## src/rtl/spi_slave_gen2.sv

```systemverilog
// SPI slave: deserialises {opcode, payload} frames from MOSI and returns RAM read data on MISO.
// One SPI bit per clk; SS_n low delimits a frame, and deselecting mid-frame raises frame_err.
module spi_slave_gen2 #(
  parameter int DATA_W     = 8,
  parameter int TX_TIMEOUT = 16
) (
  input  logic              clk,
  input  logic              rst,
  input  logic              SS_n,
  input  logic              MOSI,
  input  logic [DATA_W-1:0] tx_data,
  input  logic              tx_valid,
  output logic [DATA_W+1:0] rx_data,
  output logic              rx_valid,
  output logic              MISO,
  output logic              frame_err,
  output logic              busy
);

  localparam int FRAME_W = DATA_W + 2;
  localparam int CNT_W   = $clog2(FRAME_W + 1);
  localparam int WAIT_W  = (TX_TIMEOUT > 1) ? $clog2(TX_TIMEOUT) : 1;

  typedef enum logic [2:0] {
    S_IDLE,
    S_CHK_CMD,
    S_WRITE,
    S_READ_ADD,
    S_READ_DATA_RX,
    S_READ_WAIT,
    S_READ_TX,
    S_DONE
  } state_t;

  state_t             r_state, w_state_next;
  logic [CNT_W-1:0]   r_cnt, w_cnt_next;
  logic [WAIT_W-1:0]  r_wait_cnt, w_wait_cnt_next;
  logic [FRAME_W-1:0] r_rx_data, w_rx_data_next;
  logic [DATA_W-1:0]  r_tx_shift, w_tx_shift_next;
  logic               r_rx_valid, w_rx_valid_next;
  logic               r_miso, w_miso_next;
  logic               r_frame_err, w_frame_err_next;
  logic               r_rd_addr_seen, w_rd_addr_seen_next;
  logic [FRAME_W-1:0] w_bit_sel;
  logic               w_frame_open;
  logic               w_wait_expired;

  // One-hot select of the rx_data bit addressed by the down-counter (bit cnt-1).
  generate
    for (genvar gi = 0; gi < FRAME_W; gi++) begin : g_bit_sel
      assign w_bit_sel[gi] = (r_cnt == CNT_W'(gi + 1));
    end
  endgenerate

  assign w_frame_open   = (r_state != S_IDLE) && (r_state != S_DONE);
  assign w_wait_expired = (r_wait_cnt == WAIT_W'(TX_TIMEOUT - 1));

  always_comb begin
    w_state_next        = r_state;
    w_cnt_next          = r_cnt;
    w_wait_cnt_next     = r_wait_cnt;
    w_rx_data_next      = r_rx_data;
    w_tx_shift_next     = r_tx_shift;
    w_rx_valid_next     = 1'b0;
    w_miso_next         = 1'b0;
    w_frame_err_next    = 1'b0;
    w_rd_addr_seen_next = r_rd_addr_seen;

    if ((r_state != S_IDLE) && SS_n) begin
      // Deselect always wins; only an unfinished frame is reported as an error.
      w_state_next     = S_IDLE;
      w_frame_err_next = w_frame_open;
      w_cnt_next       = '0;
      w_wait_cnt_next  = '0;
    end else begin
      case (r_state)
        S_IDLE: begin
          if (!SS_n) w_state_next = S_CHK_CMD;
        end
        S_CHK_CMD: begin
          w_cnt_next      = CNT_W'(FRAME_W);
          w_wait_cnt_next = '0;
          if (!MOSI)               w_state_next = S_WRITE;
          else if (r_rd_addr_seen) w_state_next = S_READ_DATA_RX;
          else                     w_state_next = S_READ_ADD;
        end
        S_WRITE, S_READ_ADD, S_READ_DATA_RX: begin
          if (r_cnt != '0) begin
            w_rx_data_next = (r_rx_data & ~w_bit_sel) | (w_bit_sel & {FRAME_W{MOSI}});
            w_cnt_next     = r_cnt - CNT_W'(1);
          end else begin
            w_rx_valid_next = 1'b1;
            if (r_state == S_READ_DATA_RX) begin
              w_state_next = S_READ_WAIT;
            end else begin
              w_state_next = S_DONE;
              if (r_state == S_READ_ADD) w_rd_addr_seen_next = 1'b1;
            end
          end
        end
        S_READ_WAIT: begin
          if (tx_valid) begin
            w_tx_shift_next = tx_data;
            w_cnt_next      = CNT_W'(DATA_W);
            w_state_next    = S_READ_TX;
          end else if (w_wait_expired) begin
            w_frame_err_next    = 1'b1;
            w_rd_addr_seen_next = 1'b0;
            w_state_next        = S_DONE;
          end else begin
            w_wait_cnt_next = r_wait_cnt + WAIT_W'(1);
          end
        end
        S_READ_TX: begin
          if (r_cnt != '0) begin
            w_miso_next     = r_tx_shift[DATA_W-1];
            w_tx_shift_next = r_tx_shift << 1;
            w_cnt_next      = r_cnt - CNT_W'(1);
          end else begin
            w_rd_addr_seen_next = 1'b0;
            w_state_next        = S_DONE;
          end
        end
        S_DONE: begin
          w_state_next = S_DONE;
        end
        default: begin
          w_state_next = S_IDLE;
        end
      endcase
    end
  end

  always_ff @(posedge clk) begin
    if (rst) begin
      r_state        <= S_IDLE;
      r_cnt          <= '0;
      r_wait_cnt     <= '0;
      r_rx_data      <= '0;
      r_tx_shift     <= '0;
      r_rx_valid     <= 1'b0;
      r_miso         <= 1'b0;
      r_frame_err    <= 1'b0;
      r_rd_addr_seen <= 1'b0;
    end else begin
      r_state        <= w_state_next;
      r_cnt          <= w_cnt_next;
      r_wait_cnt     <= w_wait_cnt_next;
      r_rx_data      <= w_rx_data_next;
      r_tx_shift     <= w_tx_shift_next;
      r_rx_valid     <= w_rx_valid_next;
      r_miso         <= w_miso_next;
      r_frame_err    <= w_frame_err_next;
      r_rd_addr_seen <= w_rd_addr_seen_next;
    end
  end

  assign rx_data   = r_rx_data;
  assign rx_valid  = r_rx_valid;
  assign MISO      = r_miso;
  assign frame_err = r_frame_err;
  assign busy      = (r_state != S_IDLE);

endmodule

```

## config.mk

```make
export PLATFORM = sky130hd
export DESIGN_NAME = spi_slave_gen2
export DESIGN_NICKNAME = d
export VERILOG_FILES = /design/src/rtl/spi_slave_gen2.sv
export SDC_FILE = /design/constraint.sdc
export NUM_CORES = 1
export LEC_CHECK = 0
export BUFFER_PORTS_ARGS = -buffer_cell sky130_fd_sc_hd__clkbuf_2
export CAP_MARGIN = 40
export CORE_UTILIZATION = 50
export CTS_BUF_LIST = sky130_fd_sc_hd__clkbuf_8 sky130_fd_sc_hd__clkbuf_16
export DETAILED_ROUTE_END_ITERATION = 8
export GPL_ROUTABILITY_DRIVEN = 0
export PLACE_DENSITY_LB_ADDON = 0.3
export SETUP_SLACK_MARGIN = 0.02
export SYNTH_ARGS = -nofsm -noshare
export SYNTH_HDL_FRONTEND = slang
export SYNTH_SLANG_ARGS = --single-unit
```

## constraint.sdc

```tcl
create_clock -name clk -period 3.06 [get_ports clk]
set_input_delay 0.612 -clock clk [delete_from_list [all_inputs] [get_ports clk]]
set_output_delay 0.612 -clock clk [all_outputs]
set_load 0.05 [all_outputs]
```

==> qor.csv <==
metric,value,unit
post_drt_wl_per_cell,13.6,um
drive_above_1_share,21.0,%
clock.fmax,463,MHz
final_cell_mix,"33 x sky130_fd_sc_hd__dfxtp_1, 30 x sky130_fd_sc_hd__nand2_1, 26 x sky130_fd_sc_hd__clkbuf_2",
final_cells,270,
synth.lib_cells_used.distinct,43,
detail-route-antenna-nets,0,
min_to,MISO,
power_leakage,0.000809,uW
placed_cells_incl_taps,262,
drc,0,
vdd_drop_max,329,uV
drv_cap,0,
yosys_register_bits,33,
layout.cell_area.non_filler,1980,sq um
start_util,52.5,%
die_w,61.4,um
number_of_antenna_violations_at_the_first_check_in_global_routing,0,
grtUsageMet3,6.30,%
routed_via_density,5.60,
root_buffer,sky130_fd_sc_hd__clkbuf_8,
placed_cell_area,1900,sq um
setup-violations-final,0,
power,1460,uW
hold_start,r_tx_shift[7],
worstPathMaxFanout,21,
synth_warnings,0,
detail_route.wirelength,3.66,mm
clkLatencyLatePin,0.29,ns
fin_crit,2.16,ns
report.final.hold_viol_count,0,
cts-resized-gates,0,
cts.htree.levels,2,
grt_use_met1,28.0,%
rr_worst_depth,4,
grt_first_pass_wirelength,6.01,mm
drt-initial-drc-count,50,
cts_hold_repair.buffers,0,
worstSetupEndpointType,output pin,
timing.clock.skew,0.00878,ns
die_h,61.4,um
diodes,0,
post-cts-setup-buffer-count,0,
arrival_time_of_data_at_the_critical_path_endpoint,1.55,ns
synth_seq_area_share,37.4,%
grt_max_degree,22,
syn_area_per_cell,8.79,sq um
grt_usage,21.8,%
min_period_over_period,70.7,%
status,"finished, final reports clean",
port_buffers,26,
gr_ovfl_total,0,
whs_path_depth,2,
via_count_of_the_first_global_routing_pass,1323,
slew-limit-headroom,62.0,%
cts.reportedPaths.clkPinSlew,0.07,ns
tritoncts.num_buffers,5,
timing_max_transition_violations_final,0,
grt_busiest_layer,met2,
syn_area,1770,sq um
ports_placed_on_the_boundary,27,
mostFrequentLayoutCell,sky130_fd_sc_hd__dfxtp_1,
clkSinkCount,33,
layout-area-overhead-vs-synth,12.3,%
synth_cells,201,
rows,21,
worst_pin_slew,0.570,ns
cellPowerDensity,733,nW/um^2
r2r_start,r_state[2],
use_met2,34.2,%
clock_tree_from_tritoncts,built,
synthesis.nets,220,
dpl.hpwl,2.56,mm
core-area,3360,sq um
route.vias.total,1511,
detailedRoute.firstPassIterationCount,4,
setup.worst_path.start_class,register,
die_area,3770,sq um
hold_path.class,register to register,
crit_required,2.45,ns
setup_repair_after_global_routing_missed_its_margin,false,
timing.setup.critical_path_class,register to output pin,
hold_ws,0.457,ns
rrSetupSlack,1.03,ns
final_total_negative_setup_slack,0,ns
clock_tree.buffer_depth,2,
layout.nets,242,
-- per-layer routing --
metal  up-vias  share of wire, %
li1        773                 -
met2        34                46
met5         -                 0
met1       699                49
met3         5               4.2
met4         0               1.2
-- how the worst max path moves through the flow --
stage / start / to / slack [ns]
floorplan: r_cnt[0] / r_tx_shift[3] / 1.23
global placement: r_state[2] / register / 1.09
detailed placement: r_state[2] / register / 1.04
CTS: r_state[2] / busy / 0.90
global route: r_state[2] / busy / 0.81
finish: r_state[2] / busy / 0.90
-- synthesized netlist by cell type --
| library cell | count | area [sq um] |
|---|---|---|
| sky130_fd_sc_hd__a2111oi_0 | 1 | 8.76 |
| sky130_fd_sc_hd__a2111oi_4 | 2 | 55.1 |
| sky130_fd_sc_hd__a211o_1 | 1 | 8.76 |
| sky130_fd_sc_hd__a211oi_1 | 3 | 22.5 |
| sky130_fd_sc_hd__a21boi_0 | 1 | 7.51 |
| sky130_fd_sc_hd__a21o_1 | 1 | 7.51 |
| sky130_fd_sc_hd__a21oi_1 | 9 | 45.0 |
| sky130_fd_sc_hd__a22oi_1 | 2 | 15.0 |
| sky130_fd_sc_hd__a311o_1 | 1 | 10.0 |
| sky130_fd_sc_hd__a311oi_1 | 1 | 8.76 |
| sky130_fd_sc_hd__a311oi_2 | 7 | 105 |
| sky130_fd_sc_hd__a31oi_1 | 4 | 25.0 |
| sky130_fd_sc_hd__a32o_2 | 1 | 11.3 |
| sky130_fd_sc_hd__a32oi_1 | 1 | 8.76 |
| sky130_fd_sc_hd__a41o_1 | 1 | 10.0 |
| sky130_fd_sc_hd__and3_1 | 3 | 18.8 |
| sky130_fd_sc_hd__and4bb_2 | 1 | 12.5 |
| sky130_fd_sc_hd__buf_2 | 6 | 30.0 |
| sky130_fd_sc_hd__buf_6 | 1 | 11.3 |
| sky130_fd_sc_hd__clkbuf_1 | 5 | 18.8 |
| sky130_fd_sc_hd__dfxtp_1 | 33 | 661 |
| sky130_fd_sc_hd__ha_1 | 6 | 75.1 |
| sky130_fd_sc_hd__inv_1 | 10 | 37.5 |
| sky130_fd_sc_hd__mux2i_1 | 9 | 90.1 |
| sky130_fd_sc_hd__nand2_1 | 30 | 113 |
| sky130_fd_sc_hd__nand2b_1 | 2 | 12.5 |
| sky130_fd_sc_hd__nand3_1 | 12 | 60.1 |
| sky130_fd_sc_hd__nand3b_1 | 2 | 15.0 |
| sky130_fd_sc_hd__nand4_1 | 3 | 18.8 |
| sky130_fd_sc_hd__nand4bb_1 | 1 | 11.3 |
| sky130_fd_sc_hd__nor2_1 | 12 | 45.0 |
| sky130_fd_sc_hd__nor2b_1 | 4 | 25.0 |
| sky130_fd_sc_hd__nor3_1 | 6 | 30.0 |
| sky130_fd_sc_hd__nor3b_1 | 2 | 15.0 |
| sky130_fd_sc_hd__nor4bb_1 | 1 | 10.0 |
| sky130_fd_sc_hd__o211a_1 | 1 | 10.0 |
| sky130_fd_sc_hd__o21a_1 | 2 | 15.0 |
| sky130_fd_sc_hd__o21ai_0 | 7 | 35.0 |
| sky130_fd_sc_hd__or2_2 | 1 | 6.26 |
| sky130_fd_sc_hd__or3_1 | 2 | 12.5 |
| sky130_fd_sc_hd__or3b_1 | 1 | 8.76 |
| sky130_fd_sc_hd__or3b_4 | 1 | 11.3 |
| sky130_fd_sc_hd__xnor2_1 | 1 | 8.76 |
-- power breakdown --
| part | switching [uW] | internal, uW |
|---|---|---|
| sequential | 101 | 483 |
| combinational | 364 | 198 |
| clock | 156 | 154 |
| total | 620 | 835 |
-- critical path, stage by stage, from the launching register on --
cell and delay, ns:
sky130_fd_sc_hd__dfxtp_1 0.49, sky130_fd_sc_hd__or3_1 0.51, sky130_fd_sc_hd__clkbuf_2 0.26
-- metrics by stage --
step | setup slack [ns] | utilization (%)
after floorplan | 1.23 | -
after global placement | 1.09 | 56.5
after detailed placement | 1.04 | 56.5
after CTS | 0.904 | 59.0
after global routing | 0.807 | 59.0
final | 0.898 | 59.0
-- layout make-up --
class	count	area (sq um)
Fill cell	336	1380
Timing Repair Buffer	27	138
Sequential cell	33	661
Inverter	10	37.5
Clock buffer	5	68.8
Multi-Input combinational cell	146	1010
Tap cell	46	57.6
Clock inverter	3	13.8
-- logic make-up after synthesis --
group / synth area share, %
DFF: 37.4
AOI/OAI and AO/OA: 23.2
muxes: 5.10
adders and majority gates: 4.25
buffers and inverters: 5.52
xor gates and xnor gates: 0.496
and+or+nand+nor: 24.1
No activity file was read; power rests on OpenSTA's default activity.
